==> config.mk <==
export PLATFORM = sky130hd
export DESIGN_NAME = apb_arbiter
export DESIGN_NICKNAME = d
export VERILOG_FILES = /design/src/rtl/apb_arbiter.sv
export SDC_FILE = /design/constraint.sdc
export NUM_CORES = 1
export LEC_CHECK = 0
export ABC_AREA = 1
export CAP_MARGIN = 20
export CORE_AREA = 5 5 152 154
export DETAILED_ROUTE_END_ITERATION = 16
export DIE_AREA = 0 0 157 159
export GPL_TIMING_DRIVEN = 0
export PLACE_DENSITY = 0.62
export SLEW_MARGIN = 20
export SYNTH_ARGS = -nofsm -noshare
export SYNTH_HDL_FRONTEND = slang
export SYNTH_SLANG_ARGS = --single-unit
==> constraint.sdc <==
create_clock -name pclk -period 2.8 [get_ports pclk]
set_input_delay 0.56 -clock pclk [delete_from_list [all_inputs] [get_ports pclk]]
set_output_delay 0.56 -clock pclk [all_outputs]
set_load 0.005 [all_outputs]
==> src/rtl/apb_arbiter.sv <==
// apb_arbiter: round-robin sharing of one APB master port among NREQ requesters,
// with a PREADY timeout that forces an error completion on a hung slave.
module apb_arbiter #(
  parameter int NREQ = 4,
  parameter int AW   = 32,
  parameter int DW   = 32,
  parameter int TMO  = 16
) (
  input  logic               pclk,
  input  logic               preset,
  input  logic [NREQ-1:0]    req_i,
  input  logic [NREQ-1:0]    req_write_i,
  input  logic [NREQ*AW-1:0] req_addr_i,
  input  logic [NREQ*DW-1:0] req_wdata_i,
  output logic [NREQ-1:0]    done_o,
  output logic [DW-1:0]      rsp_rdata_o,
  output logic               rsp_err_o,
  output logic               psel,
  output logic               penable,
  output logic               pwrite,
  output logic [AW-1:0]      paddr,
  output logic [DW-1:0]      pwdata,
  input  logic [DW-1:0]      prdata,
  input  logic               pready,
  input  logic               pslverr
);
  localparam int IW = NREQ > 1 ? $clog2(NREQ) : 1;
  localparam int CW = $clog2(TMO + 2);
  typedef enum logic [1:0] {IDLE, SETUP, ACCESS} state_t;
  state_t        state_q, state_d;
  logic [IW-1:0] ptr_q, ptr_d, win_q, win_d, pick;
  logic [CW-1:0] cnt_q, cnt_d;
  logic          psel_q, psel_d, penable_q, penable_d, pwrite_q, pwrite_d;
  logic [AW-1:0] paddr_q, paddr_d;
  logic [DW-1:0] pwdata_q, pwdata_d;
  logic          tmo_hit, fin;
  int            j;
  // Scan downward so the last hit written is the first set bit at or above the pointer.
  always_comb begin
    pick = ptr_q;
    j = 0;
    for (int i = NREQ - 1; i >= 0; i--) begin
      j = (int'(ptr_q) + i) % NREQ;
      if (req_i[IW'(j)]) pick = IW'(j);
    end
  end
  assign tmo_hit     = (TMO != 0) && state_q == ACCESS && !pready && cnt_q == CW'(TMO - 1);
  assign fin         = state_q == ACCESS && (pready || tmo_hit);
  assign done_o      = fin ? (NREQ'(1) << win_q) : '0;
  assign rsp_err_o   = fin && (!pready || pslverr);
  assign rsp_rdata_o = (fin && pready && !pwrite_q) ? prdata : '0;
  always_comb begin
    state_d   = state_q;
    ptr_d     = ptr_q;
    win_d     = win_q;
    cnt_d     = cnt_q;
    psel_d    = psel_q;
    penable_d = penable_q;
    pwrite_d  = pwrite_q;
    paddr_d   = paddr_q;
    pwdata_d  = pwdata_q;
    case (state_q)
      IDLE: if (|req_i) begin
        state_d  = SETUP;
        win_d    = pick;
        psel_d   = 1'b1;
        pwrite_d = req_write_i[pick];
        paddr_d  = req_addr_i[int'(pick)*AW +: AW];
        pwdata_d = req_wdata_i[int'(pick)*DW +: DW];
      end
      SETUP: begin
        state_d   = ACCESS;
        penable_d = 1'b1;
        cnt_d     = '0;
      end
      ACCESS: if (fin) begin
        state_d   = IDLE;
        psel_d    = 1'b0;
        penable_d = 1'b0;
        ptr_d     = win_q == IW'(NREQ - 1) ? '0 : win_q + 1'b1;
      end else begin
        cnt_d = cnt_q + 1'b1;
      end
      default: state_d = IDLE;
    endcase
  end
  always_ff @(posedge pclk or posedge preset) begin
    if (preset) begin
      state_q   <= IDLE;
      ptr_q     <= '0;
      win_q     <= '0;
      cnt_q     <= '0;
      psel_q    <= 1'b0;
      penable_q <= 1'b0;
      pwrite_q  <= 1'b0;
      paddr_q   <= '0;
      pwdata_q  <= '0;
    end else begin
      state_q   <= state_d;
      ptr_q     <= ptr_d;
      win_q     <= win_d;
      cnt_q     <= cnt_d;
      psel_q    <= psel_d;
      penable_q <= penable_d;
      pwrite_q  <= pwrite_d;
      paddr_q   <= paddr_d;
      pwdata_q  <= pwdata_d;
    end
  end
  assign psel    = psel_q;
  assign penable = penable_q;
  assign pwrite  = pwrite_q;
  assign paddr   = paddr_q;
  assign pwdata  = pwdata_q;
endmodule
# --- Yosys cells after proc, flatten, opt, wreduce, memory -nomap -nowiden ---
# Cells that the tools add are included.
word_totals:
  register_bits: 78
  input_bits: 300
  out_inout_bits: 104
  word_cells: 79
classes:
  n_addsub: 5
  order_cmp: 5
  eq_ne: 7
  shifts: 3
  muxes: 30
  reduce_logical: 20
op_table:
  columns: ["op", "count"]
  rows:
  - ["$shiftx 128x8->32", 2]
  - ["$mux 32", 1]
  - ["$lt 2x4->1 const B", 4]
  - ["$mux 2", 7]
  - ["$mux 1", 11]
  - ["$bmux 1 s2", 5]
  - ["$pmux 5 s2", 1]
  - ["$reduce_and 2->1", 5]
  - ["$logic_and 1x1->1", 6]
  - ["$ne 2x2->1 const B", 3]
  - ["$pmux 2 s3", 1]
  - ["$add 5x1->5 const B", 1]
  - ["$eq 5x4->1 const B", 1]
  - ["$mux 5", 1]
  - ["$add 2x1->2 const B", 2]
  - ["$add 2x2->2 const B", 2]
  - ["$eq 2x2->1 const B", 2]
  - ["$mux 4", 1]
  - ["$pmux 1 s2", 2]
  - ["$reduce_bool 2->1", 2]
  - ["$reduce_or 4->1", 1]
  - ["$shl 1x2->4 const A", 1]
  - ["$lt 2x3->1 const B", 1]
  - ["$reduce_and 3->1", 1]
  - ["other kinds (4)", 6]

# --- Longest topological paths before layout ---
# Gate-level depths: netlist of run 1.
depth:
  word_depth: 10
  mapped_depth: 17
  depth_no_buf: 14

# --- Least setup slack after synthesis of run 1 ---
# OpenSTA, ideal clock, no wires.
synth_timing:
  path_kind: "reg2out"
  from: "reg cnt_q[0]"
  to: "out done_o[0]"
  arrival_ps: 1321
  required_time_ps: 2240
  path_slack_ps: 919
  stages_incl_launch_ff: 7
  n_path_buf: 0
  cell_sequence: "dfrtp_1 > ha_1 > nand2_1 > nor2_1 > ha_1 > o21ai_1 > nor2_1"
synth_between:
  elab_chain_cells: 5
synth_lines:
  columns: ["item", "line_no", "rtl"]
  rows:
  - ["from (decl)", "32", "logic [CW-1:0] cnt_q, cnt_d;"]
  - ["from (signal assigned)", "102", "cnt_q <= cnt_d;"]
  - ["$eq 5x4->1", "47", "assign tmo_hit = (TMO != 0) && state_q == ACCESS && !pready && cnt_q == CW'(TMO - 1);"]
  - ["$logic_and 1x1->1", "47", null]
  - ["$logic_or 1x1->1", "48", "assign fin = state_q == ACCESS && (pready || tmo_hit);"]
  - ["$logic_and 1x1->1", "48", null]
  - ["$mux 4", "49", "assign done_o = fin ? (NREQ'(1) << win_q) : '0;"]
  - ["to (decl)", "15", "output logic [NREQ-1:0] done_o,"]
# Every way passes these cells.

# --- Worst setup path in the final report of run 1 ---
layout_timing:
  from: "reg cnt_q[0]"
  to: "out done_o[2]"
# Same word-level chain as after synthesis.

==> flow_summary.json, run 1 <==
{
  "status": "finished clean",
  "clk_pin_slew_ps": 70,
  "relSlewSlack_pct": 60.37,
  "cts_buffer_depth": 2,
  "finalSetupViolCount": 0,
  "worst-path-max-fanout": 6,
  "powerDensity_nw_per_um2": 1203,
  "fin_skew_ps": 6.549,
  "vias": 7693,
  "antenna_found_initial": 0,
  "min_to": "pwdata[13]",
  "min_from": "pwdata[13]",
  "htreeDepth": 3,
  "cts_made_buffers": 9,
  "core_area_um2": 21550,
  "synth-compound-area-share_pct": 1.229,
  "worstSetupStartpointType": "register",
  "drive_above_1_share_pct": 6.217,
  "utilization_pct": 48.60,
  "endpoint_kind": "output port",
  "start_util_pct": 26.44,
  "wl_met3_um": 2411,
  "clock-root-buffer": "clkbuf_16",
  "synth_common_cells": "nand3_1, nand2_1, dfrtp_1",
  "hold_viol": 0,
  "synth.most_common_cell": "nand3_1",
  "grt.total_usage_pct": 22.01,
  "synth-adder-area-share_pct": 1.317,
  "criticalPathCategory": "register to output port",
  "grt_max_degree": 46,
  "yosys-top-cells-area": "dfrtp_1, nand3_1, nand2_1",
  "yosysSeqAreaShare_pct": 34.25,
  "syn_inst": 913,
  "min_path_type": "register to register",
  "met1_length_um": 11970,
  "timing.reg2reg.setup_slack_ps": 430,
  "finalCritPeriodShare_pct": 94.54,
  "area_growth_pct": 83.80,
  "routed_wl_um": 29030,
  "synth_largest_area_cell": "dfrtp_1",
  "required_ps": 2240,
  "highest_layer": "met4",
  "die-area_um2": 24960,
  "clock_sinks": 78,
  "remaining_drc_errors": 0,
  "synth_fp_nets": 1219,
  "clk_latency_ps": 340,
  "core.rowCount": 54,
  "cp_slowest_stage_delay_ps": 470,
  "syn_area_per_cell_um2": 6.242,
  "slew_violations": 0,
  "synth-main-ff-cell": "dfrtp_1",
  "worst_hold_slack_ps": 475.6,
  "fmax_mhz": 377.8,
  "finalSetupTns_ps": 0,
  "worstHoldPathCells": 2,
  "fin_ws_ps": 152.7,
  "n_antenna_cell": 0,
  "place_ws_ps": -268.5,
  "synth_cell_type_count": 23,
  "dp_hpwl_um": 23360,
  "cts_tree": "built",
  "ant_nets": 0,
  "async_flop_share_pct": 100.0,
  "routabilityCongestion": 0.8850,
  "dieHeight_um": 159,
  "viasPerCell": 4.763,
  "final_nets": 1637,
  "synth-simple-area-share_pct": 52.58,
  "yosysWarnings": 0,
  "hold_buffers": 0,
  "grt.overflow.total": 0,
  "synthXorXnorAreaFrac_pct": 0,
  "fin_crit_ps": 2647,
  "synth_top_area_share_pct": 34.25,
  "tightest_slew_ps": 594.4,
  "muxShareOfSynthArea_pct": 0,
  "dr.pass1.iters": 7,
  "place.port_buffers": 403,
  "synthesis.area_um2": 5699,
  "synth_top_family_by_area": "simple AND/OR/NAND/NOR gates",
  "cap_violations": 0,
  "die_x_um": 157,
  "r2r-end": "pwdata[31]",
  "grt_pass1_vias": 7623,
  "route.met2.wl_um": 13630,
  "rsz0062_at_grt": "false",
  "max-vdd-ir-drop_mv": 0.6131,
  "synth_edf_count": 0,
  "wl_per_cell_um": 17.98,
  "worstReg2RegStart": "ptr_q[0]",
  "drt_first_iter_violations": 449,
  "synth_seq_cells": 78,
  "grt_pass1_wl_um": 43200,
  "ios": 404,
  "worstPathArrival_ps": 2090,
  "cp_slowest_cell": "clkdlybuf4s50_1",
  "reg2reg_depth": 16,
  "p_leak_nw": 4.912,
  "worstPathCellList": "ha_1 > nand2_1 > nor2_1 > ha_1 > o21ai_4 > nor2_1 > clkdlybuf4s50_1"
}
==> repair_timing <==
| action | 4_1_cts | 5_1_grt |
|---|---|---|
| setup endpoints to repair | 35 | 70 |
| buffers inserted | 0 | 3 |
| endpoints found under the hold margin | 0 | 0 |
| resized for setup | 11 | 4 |
| pin swaps | 1 | 1 |
==> sequential cells by signal, indices dropped and copies added, names as in the netlist <==
| name | flops |
|---|---|
| paddr | 32 |
| pwdata | 32 |
| cnt_q | 5 |
| ptr_q | 2 |
| state_q | 2 |
| win_q | 2 |
| penable | 1 |
| psel | 1 |
| pwrite | 1 |
==> how the worst max path moves through the flow <==
stage	startpoint	end	depth (start not counted)
2_1_floorplan	preset	cnt_q[0]	1
3_3_place_gp	preset	pwdata[22]	2
3_5_place_dp	req_i[0]	pwdata[23]	9
4_1_cts	cnt_q[0]	done_o[0]	7
5_1_grt	req_i[3]	pwdata[31]	15
6_report	cnt_q[0]	done_o[2]	7
==> cell usage in the layout (no fill, tap or decap), drive strengths merged, types with 2 or more instances in the layout <==
| cell type | Yosys | routed |
|---|---|---|
| nor2 | 44 | 44 |
| nand3 | 333 | 333 |
| o21ai | 7 | 7 |
| a21oi | 4 | 4 |
| nor3 | 2 | 2 |
| dfrtp | 78 | 78 |
| buf | 53 | 58 |
| clkbuf | 21 | 31 |
| dlymetal6s2s | 0 | 3 |
| ha | 6 | 6 |
| inv | 60 | 60 |
| clkdlybuf4s50 | 0 | 399 |
| clkinv | 0 | 2 |
| nand2 | 301 | 301 |
==> critical path, delay by kind of cell (launching register included) <==
family,cells,cell delay (ps)
and+or+nand+nor,3,200
AOI/OAI and AO/OA,1,240
DFF,1,410
buffers and inverters,1,470
adders and majority gates,2,430
==> metal layers <==
metal	vias up	track usage [%]
met5	-	0
met3	51	5.001
met1	3497	27.62
met4	0	8.442
met2	325	36.59
li1	3820	-
==> report_power, final <==
part | leakage, nW | total (mW) | switching (mW) | internal (mW)
Sequential | 0.954 | 2.05 | 0.321 | 1.73
Clock | 0.141 | 1.19 | 0.479 | 0.708
Combinational | 3.82 | 9.37 | 5.65 | 3.72
==> stage by stage <==
step	total power [mW]	instance area, um2	cells
2_1_floorplan	7.654	5699	913
3_3_place_gp	11.34	10080	1596
3_5_place_dp	11.46	10130	1598
4_1_cts	12.70	10450	1613
5_1_grt	13.83	10480	1615
6_report	12.61	10480	1615
==> cells by family (layout without fill, tap and decap cells) <==
| group | after synthesis | in the layout |
|---|---|---|
| buf+inv | 134 | 556 |
| fa+ha+maj | 6 | 6 |
| flops | 78 | 78 |
| compound gates | 13 | 13 |
| simple gates | 682 | 682 |
==> final cells by class <==
class | count | area, um2
fill | 2231 | 11080
timing repair buffer | 408 | 4098
multi-input combinational | 701 | 3163
sequential | 78 | 1952
buffer | 73 | 391.6
tap | 280 | 350.3
clock buffer | 11 | 242.7
inverter | 60 | 230.2
clock inverter | 4 | 47.55
No activity file was read; power rests on OpenSTA's default activity.
==> inputs of run 2 (changes only) <==
GPL_ROUTABILITY_DRIVEN = 0   (was unset)
==> results of run 2 <==
No change in the layout: final DEF, timing and power equal those of run 1.
